<file path="src/rtl/mdu_seq_pkg.sv">
// Shared definitions for the multiply/divide sequencer and its ALU.
//   - XLEN        : operand width
//   - alu_ctl_e   : ALU control codes (ADD/SUB used by the sequencer)
//   - mdu_state_e : sequencer states
//   - mdu_op_e    : MULTU/DIVU operation select
package mdu_seq_pkg;

  localparam int unsigned XLEN = 32;

  typedef enum logic [3:0] {
    ALU_ADD  = 4'd0,
    ALU_SUB  = 4'd1,
    ALU_AND  = 4'd2,
    ALU_OR   = 4'd3,
    ALU_XOR  = 4'd4,
    ALU_NOR  = 4'd5,
    ALU_SLT  = 4'd6,
    ALU_SLTU = 4'd7
  } alu_ctl_e;

  typedef enum logic [1:0] {
    ST_IDLE = 2'd0,
    ST_RUN  = 2'd1,
    ST_DONE = 2'd2
  } mdu_state_e;

  typedef enum logic {
    OP_MULTU = 1'b0,
    OP_DIVU  = 1'b1
  } mdu_op_e;

endpackage

</file>
<file path="src/rtl/mdu_seq_alu.sv">
// 32-bit combinational ALU, shared design with the execute-stage ALU.
// Ports:
//   ctl      in  alu_ctl_e  operation select
//   data_1   in  XLEN       first operand
//   data_2   in  XLEN       second operand
//   result_c out XLEN       combinational result
module mdu_seq_alu
  import mdu_seq_pkg::*;
(
  input  alu_ctl_e          ctl,
  input  logic [XLEN-1:0]   data_1,
  input  logic [XLEN-1:0]   data_2,
  output logic [XLEN-1:0]   result_c
);

  // Operation decode
  always_comb begin
    result_c = '0;
    case (ctl)
      ALU_ADD:  result_c = data_1 + data_2;
      ALU_SUB:  result_c = data_1 - data_2;
      ALU_AND:  result_c = data_1 & data_2;
      ALU_OR:   result_c = data_1 | data_2;
      ALU_XOR:  result_c = data_1 ^ data_2;
      ALU_NOR:  result_c = ~(data_1 | data_2);
      ALU_SLT:  result_c = XLEN'($signed(data_1) < $signed(data_2));
      ALU_SLTU: result_c = XLEN'(data_1 < data_2);
      default:  result_c = '0;
    endcase
  end

endmodule

</file>
<file path="src/rtl/mdu_seq.sv">
// Multi-cycle unsigned multiply/divide sequencer owning the HI/LO pair.
// One ALU add (multiply) or subtract (restoring divide) per cycle, ITER cycles.
// Ports:
//   clk, rst_n        clock, synchronous active-low reset
//   start, op         launch request (0=MULTU, 1=DIVU), taken when not busy
//   src_a, src_b      multiplicand/dividend, multiplier/divisor
//   hi_we, lo_we,     MTHI/MTLO writes, taken when not busy and no start
//   wdata
//   busy              high while iterating
//   done              one-cycle pulse when hi/lo hold a new result
//   hi, lo            product[63:32]/[31:0] or remainder/quotient
module mdu_seq
  import mdu_seq_pkg::*;
#(
  parameter int unsigned ITER = 32
) (
  input  logic              clk,
  input  logic              rst_n,
  input  logic              start,
  input  logic              op,
  input  logic [XLEN-1:0]   src_a,
  input  logic [XLEN-1:0]   src_b,
  input  logic              hi_we,
  input  logic              lo_we,
  input  logic [XLEN-1:0]   wdata,
  output logic              busy,
  output logic              done,
  output logic [XLEN-1:0]   hi,
  output logic [XLEN-1:0]   lo
);

  localparam int unsigned CNT_W = $clog2(ITER);

  mdu_state_e         state;
  mdu_op_e            op_q;
  logic [CNT_W-1:0]   cnt;
  logic [XLEN-1:0]    src_b_q;
  // acc_hi/acc_lo double as rem/quo during a divide
  logic [XLEN-1:0]    acc_hi;
  logic [XLEN-1:0]    acc_lo;

  alu_ctl_e           alu_ctl;
  logic [XLEN-1:0]    alu_d1;
  logic [XLEN-1:0]    alu_d2;
  logic [XLEN-1:0]    alu_res;

  logic [XLEN:0]      div_s;
  logic               div_ge;
  logic               mul_carry;
  logic [XLEN-1:0]    step_hi;
  logic [XLEN-1:0]    step_lo;

  mdu_seq_alu u_alu (
    .ctl      (alu_ctl),
    .data_1   (alu_d1),
    .data_2   (alu_d2),
    .result_c (alu_res)
  );

  // Operand selection and next working-register values for one iteration
  always_comb begin
    div_s     = {acc_hi, acc_lo[XLEN-1]};
    alu_ctl   = ALU_ADD;
    alu_d1    = acc_hi;
    alu_d2    = acc_lo[0] ? src_b_q : '0;
    mul_carry = 1'b0;
    div_ge    = 1'b0;
    step_hi   = acc_hi;
    step_lo   = acc_lo;
    if (op_q == OP_DIVU) begin
      alu_ctl = ALU_SUB;
      alu_d1  = div_s[XLEN-1:0];
      alu_d2  = src_b_q;
      // bit XLEN of the shifted remainder means it already exceeds any divisor
      div_ge  = div_s[XLEN] | (div_s[XLEN-1:0] >= src_b_q);
      step_hi = div_ge ? alu_res : div_s[XLEN-1:0];
      step_lo = {acc_lo[XLEN-2:0], div_ge};
    end else begin
      // add wrapped around iff the sum is below an operand
      mul_carry = alu_res < acc_hi;
      step_hi   = {mul_carry, alu_res[XLEN-1:1]};
      step_lo   = {alu_res[0], acc_lo[XLEN-1:1]};
    end
  end

  // Sequencer state, working registers and HI/LO
  always_ff @(posedge clk) begin
    if (!rst_n) begin
      state   <= ST_IDLE;
      busy    <= 1'b0;
      done    <= 1'b0;
      hi      <= '0;
      lo      <= '0;
      cnt     <= '0;
      acc_hi  <= '0;
      acc_lo  <= '0;
      src_b_q <= '0;
      op_q    <= OP_MULTU;
    end else begin
      case (state)
        ST_IDLE, ST_DONE: begin
          done <= 1'b0;
          busy <= 1'b0;
          if (start) begin
            state   <= ST_RUN;
            busy    <= 1'b1;
            op_q    <= mdu_op_e'(op);
            src_b_q <= src_b;
            acc_hi  <= '0;
            acc_lo  <= src_a;
            cnt     <= '0;
          end else begin
            state <= ST_IDLE;
            if (hi_we) hi <= wdata;
            if (lo_we) lo <= wdata;
          end
        end
        ST_RUN: begin
          acc_hi <= step_hi;
          acc_lo <= step_lo;
          cnt    <= cnt + CNT_W'(1);
          if (cnt == CNT_W'(ITER - 1)) begin
            state <= ST_DONE;
            busy  <= 1'b0;
            done  <= 1'b1;
            hi    <= step_hi;
            lo    <= step_lo;
          end
        end
        default: begin
          state <= ST_IDLE;
          busy  <= 1'b0;
          done  <= 1'b0;
        end
      endcase
    end
  end

endmodule

</file>
<file path="config.mk">
export PLATFORM = sky130hd
export DESIGN_NAME = mdu_seq
export DESIGN_NICKNAME = d
export VERILOG_FILES = /design/src/rtl/mdu_seq_pkg.sv /design/src/rtl/mdu_seq_alu.sv /design/src/rtl/mdu_seq.sv
export SDC_FILE = /design/constraint.sdc
export NUM_CORES = 1
export LEC_CHECK = 0
export CORE_MARGIN = 2
export CORE_UTILIZATION = 56
export DETAILED_ROUTE_END_ITERATION = 16
export GPL_TIMING_DRIVEN = 0
export PLACE_DENSITY = 0.89
export SLEW_MARGIN = 10
export SYNTH_ARGS = -nofsm -noshare
export SYNTH_HDL_FRONTEND = slang
export SYNTH_SLANG_ARGS = --single-unit
</file>
<file path="constraint.sdc">
create_clock -name clk -period 15.44 [get_ports clk]
set_clock_uncertainty 0.1 [all_clocks]
set_input_delay 2.316 -clock clk [delete_from_list [all_inputs] [get_ports clk]]
set_output_delay 2.316 -clock clk [all_outputs]
set_load 0.005 [all_outputs]
</file>
==> Yosys cells after proc, flatten, opt, wreduce, memory -nomap -nowiden <==
Index checks and enable logic that the tools add are counted.
{ "op_classes": {"mul": 0, "n_addsub": 3, "muxes": 28, "shifts": 0, "n_lt_le_gt_ge": 4, "n_reduce_logical": 9, "n_eq_ne": 15, "bitwise": 5, "n_div": 0} }
{ "ops": {"columns": ["cell", "count"], "rows": [
  ["$mux 32", 14],
  ["$pmux 32 s2", 4],
  ["$pmux 32 s8", 1],
  ["$lt 32x32->1", 3],
  ["$add 32x32->32", 1],
  ["$and 32x32->32", 1],
  ["$ge 32x32->1", 1],
  ["$not 32->32", 1],
  ["$or 32x32->32", 1],
  ["$sub 32x32->32", 1],
  ["$xor 32x32->32", 1],
  ["$eq 1x3->1 const B", 4],
  ["$ne 2x2->1 const B", 5],
  ["$pmux 5 s2", 1],
  ["$reduce_and 4->1", 2],
  ["$reduce_and 2->1", 3],
  ["$add 5x1->5 const B", 1],
  ["$eq 5x5->1 const B", 1],
  ["$mux 5", 1],
  ["$eq 1x2->1 const B", 2],
  ["$logic_not 4->1", 1],
  ["$mux 1", 4],
  ["$pmux 2 s2", 1],
  ["$eq 2x1->1 const B", 1],
  ["other kinds (8)", 8]
]} }
{ "totals": {"mem_count": 0, "rom_bits": 0, "mem_bits_rw": 0, "in_bits": 102, "out_inout_bits": 66, "latchBits": 0, "elab_cells": 74, "reg_bits": 170} }

==> Depth between registers and ports, before layout <==
Gate-level depths: netlist of run 1.
{ "logic_depth": {"word_depth": 9, "mapped_depth": 32} }

==> By module <==
Synthesis of run 1 repeated with hierarchy kept, for this count alone.
{ "unflattened": {"hier_cells": 2191, "area_unflattened_um2": 15312.2} }
{ "by_module_without_submodules": {"columns": ["mod", "seq_area_each_um2", "instances", "area_per_inst_um2", "cells_per_inst"], "rows": [
  ["mdu_seq", 3403.3, 1, 9840.7, 1364],
  ["mdu_seq_alu", 0.0, 1, 5471.5, 827]
]} }

==> Worst setup path after synthesis of run 1 <==
OpenSTA, ideal clock, no wires.
{ "synth_path": {"path_type": "register to register", "from": "reg acc_lo[0]", "to": "reg hi[31]", "stages_incl_launch_ff": 33, "required_time_ns": 15.266, "setup_slack_ns": 9.761, "period_less_slack_ns": 5.679, "arrival_ns": 5.505, "path_cell_list": "dfxtp_1 > clkbuf_1 > clkinv_1 > nand2_1 > nand2_1 > ha_1 > o21a_1 > o21ai_1 > a21oi_1 > a21o_1 > buf_2 > nor2_1 > nor2_1 > o221a_2 > ha_1 > buf_2 > and4_1 > and2_1 > a22oi_1 > a31oi_1 > o21a_1 > a221o_1 > xor2_1 > ha_1 > nand4_1 > nor2_1 > nand3_1 > nor2_1 > a2111oi_0 > o21ai_0 > a21oi_1 > nor3b_1 > a31oi_1"} }
{ "synth_via": {"elab_chain_cells": 9, "elab_cells_between_ends": 16} }
{ "synth_lines": {"columns": ["element", "line_no", "text"], "rows": [
  ["start: declaration", "mdu_seq.sv:40", "logic [XLEN-1:0] acc_lo;"],
  ["start signal: assignment", "mdu_seq.sv:110", "acc_lo <= src_a;"],
  ["start signal: assignment", "mdu_seq.sv:120", "acc_lo <= step_lo;"],
  ["$mux 32 *", "mdu_seq.sv:65", "alu_d2 = acc_lo[0] ? src_b_q : '0;"],
  ["$mux 32 *", "mdu_seq.sv:70", "if (op_q == OP_DIVU) begin"],
  ["branches (longest 2 deep; another with $sub 32x32->32)", null, null],
  ["$pmux 32 s8 *", "mdu_seq_alu.sv:19", "case (ctl)"],
  ["$lt 32x32->1 or $mux 32 (tied branches)", "mdu_seq.sv:80, mdu_seq.sv:76", null],
  ["$mux 32 *", "mdu_seq.sv:70", null],
  ["$mux 32 *", "mdu_seq.sv:122", "if (cnt == CNT_W'(ITER - 1)) begin"],
  ["$pmux 32 s2 *", "mdu_seq.sv:100", "case (state)"],
  ["end signal: assignment", "mdu_seq.sv:114", "if (hi_we) hi <= wdata;"],
  ["end signal: assignment", "mdu_seq.sv:126", "hi <= step_hi;"],
  ["end: declaration", "mdu_seq.sv:28", "output logic [XLEN-1:0] hi,"]
]} }
Every way passes the cells marked *. The select of a mux whose other input is x is not followed.
A chain may end at the register's enable or synchronous reset.

==> Worst setup path after layout of run 1 <==
Same ends and word-level chain as after synthesis.

==> metrics.yaml, run 1 <==
crit_path_max_fanout: 10
critPathMaxStageDelay_ps: 700
worst_hold_slack_ps: 365
track_usage_pct: 37.7
synth_top_family_by_area: "compound AO/OA/AOI/OAI gates"
crit_type: "flop to flop"
clk_pin_slew_ps: 80
cp.arrival_ps: 8900
synthDistinctLibCells: 78
setup.worst_path.start: "acc_lo[0]$_SDFFE_PN0P_"
fillers: 1824
die_x_um: 154
ys_seq_area_share_pct: 27.0
synth-xor-area-share_pct: 2.36
cts_tree: "yes"
first_global_vias: 13362
syn_inst: 1718
synth_edf_count: 0
syn_to_final_growth_pct: 20.6
synth-compound-area-share_pct: 28.0
vias_per_cell: 6.45
power_switching_mw: 1.03
synth_nets: 1919
rows: 54
postLayoutCoreUtil_pct: 69.1
dpl.hpwl_um: 35100
cts_max_level: 4
post_cts_resized: 0
power.internal_mw: 1.19
yosys_register_bits: 169
crit_path_end_kind: "flop"
reg2reg_depth: 29
timing.fmax_mhz: 116
period_share_pct: 55.9
wl_um: 45500
avgSynthCellArea_um2: 7.30
grt_pass1_wl_um: 71200
place_ws_ps: 7410
diodes: 0
pwr-share-comb_pct: 56.6
r2r_setup_slack_ps: 6810
cts_buffers: 17
place_area_mm2: 0.0146
cpMaxStageDelayCell: "nand2_1"
worstReg2RegStart: "acc_lo[0]$_SDFFE_PN0P_"
vias: 14154
pwr_density_cell_mw_per_mm2: 147
fin_nets: 2104
dieHeight_um: 154
drc: 0
ir_drop_mv: 0.105
synthSimpleGateAreaFrac_pct: 21.7
final_cells: 2195
cap_violations: 0
setup_violations: 0
root_buffer: "clkbuf_16"
swShare_pct: 46.3
seq_power_share_pct: 23.8
r2r-end: "hi[31]$_SDFFE_PN0P_"
hp-class: "flop to flop"
drive_gt1_share_pct: 5.01
hold_violations: 0
power_leakage_nw: 5.90
worst_slack_ps: 6810
tns_ps: 0
cts_setup_buffers: 0
total_power_mw: 2.23
run_status: "completed"
final_max_slew_viol_count: 0
mostFrequentLayoutCell: "nand2_1"
ant_nets: 0
cts.path.max_buffers: 2
min_period_ps: 8630
dpl.cell_count: 2164
ys_async_sr_fraction_pct: 0
rsz0062_at_grt: "false"
slew_headroom_pct: 37.9
core-area_mm2: 0.0219
cts_hold_buf: 0
gp_congestion: 1.01
worstSkewPairLatency_ps: 450
crit_end: "hi[31]$_SDFFE_PN0P_"
initial_utilization_pct: 57.3
port_buffers: 166
start_kind: "flop"
cts_sinks: 169
pwr-share-clk_pct: 19.6
synthAdderAreaFrac_pct: 9.94
overflow: 0
antenna_found_initial: 0
ys.flop_type: "dfxtp_1"
drt_pass1_iterations: 7
layout_common_cells: "291 x nand2_1, 169 x dfxtp_1, 166 x clkdlybuf4s50_1"
die_area_mm2: 0.0236
drt_iter0_markers: 1676
worstMarginPinSlew_ps: 932
yosysWarnings: 0
io_pins: 168
critical_path_required_ps: 15710
synth_area_mm2: 0.0125
design_area_mm2: 0.0151
grt_max_degree: 19
synth_mux_area_share_pct: 4.99
avgRoutedWirePerCell_um: 20.7
==> per-layer routing <==
layer / vias up / wire [um] / track usage (%)
met5: - / 0 / 0
met2: 947 / 20000 / 58.6
met3: 203 / 4910 / 7.78
met4: 0 / 2620 / 21.2
met1: 6529 / 18000 / 48.7
li1: 6475 / - / -
==> area by class of cell <==
cell class / count / area, um2 / area share (%)
clock buffers: 17 / 425 / 2.81
well taps: 280 / 350 / 2.32
clock inverters: 14 / 151 / 1.00
repair buffers: 166 / 1660 / 11.0
inverters: 78 / 293 / 1.94
flip-flops and latches: 169 / 3380 / 22.4
multi-input cells: 1353 / 8410 / 55.6
plain buffers: 118 / 457 / 3.02
==> power by group through the flow <==
stage | Combinational [mW] | Sequential [mW] | Clock [mW]
floorplan | 0.873 | 0.519 | 0
global placement | 1.17 | 0.535 | 0
detailed placement | 1.20 | 0.537 | 0
CTS | 1.22 | 0.527 | 0.432
global route | 1.39 | 0.534 | 0.449
finish | 1.26 | 0.531 | 0.436
==> state kept, by name, indices dropped and copies added (netlist names) <==
register,count
acc_hi,32
acc_lo,32
cnt,5
done,1
hi,32
lo,32
op_q,1
src_b_q,32
state,2
==> cells by family after synthesis <==
kind of cell / Yosys count
DFF: 169
muxes: 59
adders and majority gates: 99
and+or+nand+nor: 610
xor gates and xnor gates: 33
buffers and inverters: 196
AOI/OAI and AO/OA: 552
==> worst min path at each step <==
| stage | from | to | slack, ps | depth (start not counted) |
|---|---|---|---|---|
| after floorplan | acc_hi[31]$_SDFFE_PN0P_ | acc_hi[31]$_SDFFE_PN0P_ | 350 | 2 |
| after global placement | lo[25]$_SDFFE_PN0P_ | lo[25]$_SDFFE_PN0P_ | 350 | 2 |
| after detailed placement | lo[20]$_SDFFE_PN0P_ | lo[20]$_SDFFE_PN0P_ | 360 | 2 |
| after CTS | lo[10]$_SDFFE_PN0P_ | lo[10]$_SDFFE_PN0P_ | 370 | 2 |
| after global routing | lo[14]$_SDFFE_PN0P_ | lo[14]$_SDFFE_PN0P_ | 390 | 2 |
| final | lo[23]$_SDFFE_PN0P_ | lo[23]$_SDFFE_PN0P_ | 360 | 2 |
==> synth_stat cells (9+ instances only) <==
cell type,instances,area share (%)
o31ai_1,12,0.72
o21a_1,18,1.1
nand3_1,26,1.0
ha_1,98,9.8
inv_1,77,2.3
buf_1,21,0.63
o211ai_1,11,0.66
or3_1,31,1.5
a21boi_0,72,4.3
nand4_1,21,1.0
dfxtp_1,169,27
nor2_1,141,4.2
clkbuf_1,88,2.6
nand2b_1,9,0.45
nand2_1,291,8.7
a21oi_1,136,5.4
nor2b_1,22,1.1
mux2_2,28,2.5
o21ai_0,144,5.7
nor3_1,26,1.0
a211oi_1,17,1.0
xor2_1,11,0.77
o221a_2,13,1.2
xnor2_1,21,1.5
a31oi_1,50,2.5
a21o_1,22,1.3
mux2i_1,31,2.5
==> worst max-delay path, delay by kind of cell, from the launching register on <==
| family | cells | cell delay [ps] |
|---|---|---|
| buf+inv | 3 | 1170 |
| xor+xnor | 1 | 190 |
| flops | 1 | 330 |
| fa+ha+maj | 3 | 940 |
| compound gates | 13 | 3770 |
| simple gates | 9 | 2030 |
No activity file was read; power rests on OpenSTA's default activity.
==> inputs of run 2 (changes only) <==
- CORE_UTILIZATION: 56 -> 51
- PLACE_DENSITY: 0.89 -> 0.86
- clock period: 15.44 -> 7.32 ns (I/O delays scaled with it)
==> metrics.yaml, run 2 (synthesis results as in run 1) <==
layout_common_cells: "290 x nand2_1, 168 x dfxtp_1, 166 x clkdlybuf4s50_1"
track_usage_pct: 34.7  # -3.0 points
clk_pin_slew_ps: 90  # about the same
hp-class: "flop to flop"
run_status: "completed"
overflow: 0  # unchanged
dieHeight_um: 161  # +4.7%
power.internal_mw: 2.52  # +110%
power_switching_mw: 2.18  # +110%
root_buffer: "clkbuf_16"
cts_max_level: 4  # unchanged
grt_max_degree: 20  # +1
period_share_pct: 94.3  # +38 points
cts_tree: "yes"
syn_to_final_growth_pct: 21.5
ir_drop_mv: 0.179  # +70%
pwr-share-clk_pct: 20.1  # +0.5 points
holdPathStages: 2  # unchanged
cp.arrival_ps: 7120  # -1780 ps
min_period_ps: 6900  # -1730 ps
drt_pass1_iterations: 7  # unchanged
cpMaxStageDelayCell: "dfxtp_1"
r2r_setup_slack_ps: 420  # -6390 ps
reg2reg_depth: 29  # unchanged
cap_violations: 0  # unchanged
rsz0062_at_grt: "false"
worstMarginPinSlew_ps: 1010  # +75.2 ps
crit_type: "flop to flop"
multi_input_area_mm2: 0.00843  # +0.24%
gp_congestion: 1.01  # +0.59%
wl_um: 45800  # +0.76%
rows: 57  # +5.6%
timing.fmax_mhz: 145  # +25%
crit_path_end_kind: "flop"
final_max_slew_viol_count: 0  # unchanged
power_leakage_nw: 5.94  # +0.65%
drive_gt1_share_pct: 5.69  # +0.68 points
die_area_mm2: 0.0259  # +9.5%
start_kind: "flop"
avgRoutedWirePerCell_um: 20.5  # -1.2%
critPathMaxStageDelay_ps: 590  # -110 ps
io_pins: 168  # unchanged
vias: 13861  # -2.1%
grt_pass1_wl_um: 71100  # about the same
core-area_mm2: 0.0242  # +11%
initial_utilization_pct: 51.7  # -5.6 points
worst_slack_ps: 419  # -6390 ps
fillers: 2194  # +20%
cts_hold_buf: 0  # unchanged
antenna_found_initial: 0  # unchanged
pwr-share-comb_pct: 55.9  # -0.7 points
die_x_um: 161  # +4.7%
cts.path.max_buffers: 2  # unchanged
swShare_pct: 46.4  # about the same
first_global_vias: 13419  # +0.43%
worstSkewPairLatency_ps: 450  # about the same
port_buffers: 166  # unchanged
seq_power_share_pct: 24.0  # +0.2 points
place_ws_ps: -259  # -7670 ps
diodes: 0  # unchanged
cts_buffers: 17  # unchanged
crit_path_max_fanout: 10  # unchanged
pwr_density_cell_mw_per_mm2: 309  # +110%
regArea_mm2: 0.00338  # about the same
ant_nets: 0  # unchanged
drc: 0  # unchanged
setup_violations: 0  # unchanged
vias_per_cell: 6.19  # -4.0%
total_power_mw: 4.71  # +110%
fin_nets: 2102  # -0.095%
cts_sinks: 169  # unchanged
slew_headroom_pct: 32.8  # -5.0 points
drt_iter0_markers: 1446  # -14%
critical_path_required_ps: 7540  # -8170 ps
mostFrequentLayoutCell: "nand2_1"
dpl.hpwl_um: 36100  # +2.9%
hold_violations: 0  # unchanged
## run 2: changes by cell type in the layout (fill, tap and decap cells not counted), sizes merged
cell / previous run / this run
clkinvlp: 1 / 0
clkinv: 6 / 8
buf: 30 / 28
## run 2: cell type report
type,instances,share of cell area (%)
multi-input cells,1353,55.3
flip-flops and latches,169,22.2
repair buffers,166,10.9
plain buffers,116,3.01
clock buffers,17,2.79
well taps,324,2.66
inverters,78,1.94
clock inverters,15,1.15
## run 2: power by group through the flow
stage	clock network [mW]	registers, mW	logic, mW
3_5_place_dp	0	1.14	2.53
4_1_cts	0.936	1.12	2.57
5_1_grt	0.971	1.13	2.90
3_3_place_gp	0	1.14	2.48
6_report	0.948	1.13	2.63
2_1_floorplan	0	1.10	1.84
## run 2: path summary, 6_finish.rpt
kind                                             to              startpoint
worst max-delay path            hi[31]$_SDFFE_PN0P_  acc_lo[0]$_SDFFE_PN0P_
worst min register to register   lo[9]$_SDFFE_PN0P_      lo[9]$_SDFFE_PN0P_
worst min-delay path             lo[9]$_SDFFE_PN0P_      lo[9]$_SDFFE_PN0P_
worst max register to register  hi[31]$_SDFFE_PN0P_  acc_lo[0]$_SDFFE_PN0P_
## run 2: timing repair
item                                    CTS  global route
buffers inserted                          0             0
gates resized for setup                   4            13
endpoints found under the hold margin     0             0
endpoints found under the setup margin    2             2
## run 2: critical path, delay by kind of cell (launching register included)
kind | cells | cell delay [ps]
and+or+nand+nor | 11 | 2320
AOI/OAI and AO/OA | 11 | 2160
adders and majority gates | 3 | 880
DFF | 1 | 590
buffers and inverters | 3 | 510
xor gates and xnor gates | 1 | 190
## run 2: metal layers
metal | vias to the layer above | GRT usage [%] | share of wire, %
met5 | - | 0 | 0
met4 | 0 | 17.7 | 5.6
met3 | 167 | 5.55 | 9.1
met2 | 787 | 57.2 | 45
met1 | 6444 | 44.0 | 40
li1 | 6463 | - | -
## run 2: stage by stage
stage / setup TNS (ps) / utilization (%) / hold WS [ps] / instances / instance area [um2]
2_1_floorplan: 0 / - / 348 / 1718 / 12500
3_3_place_gp: -527 / 60.2 / 350 / 2208 / 14600
3_5_place_dp: -480 / 60.2 / 355 / 2208 / 14600
4_1_cts: 0 / 62.7 / 367 / 2239 / 15200
5_1_grt: 0 / 62.8 / 385 / 2238 / 15200
6_report: 0 / 62.8 / 366 / 2238 / 15200
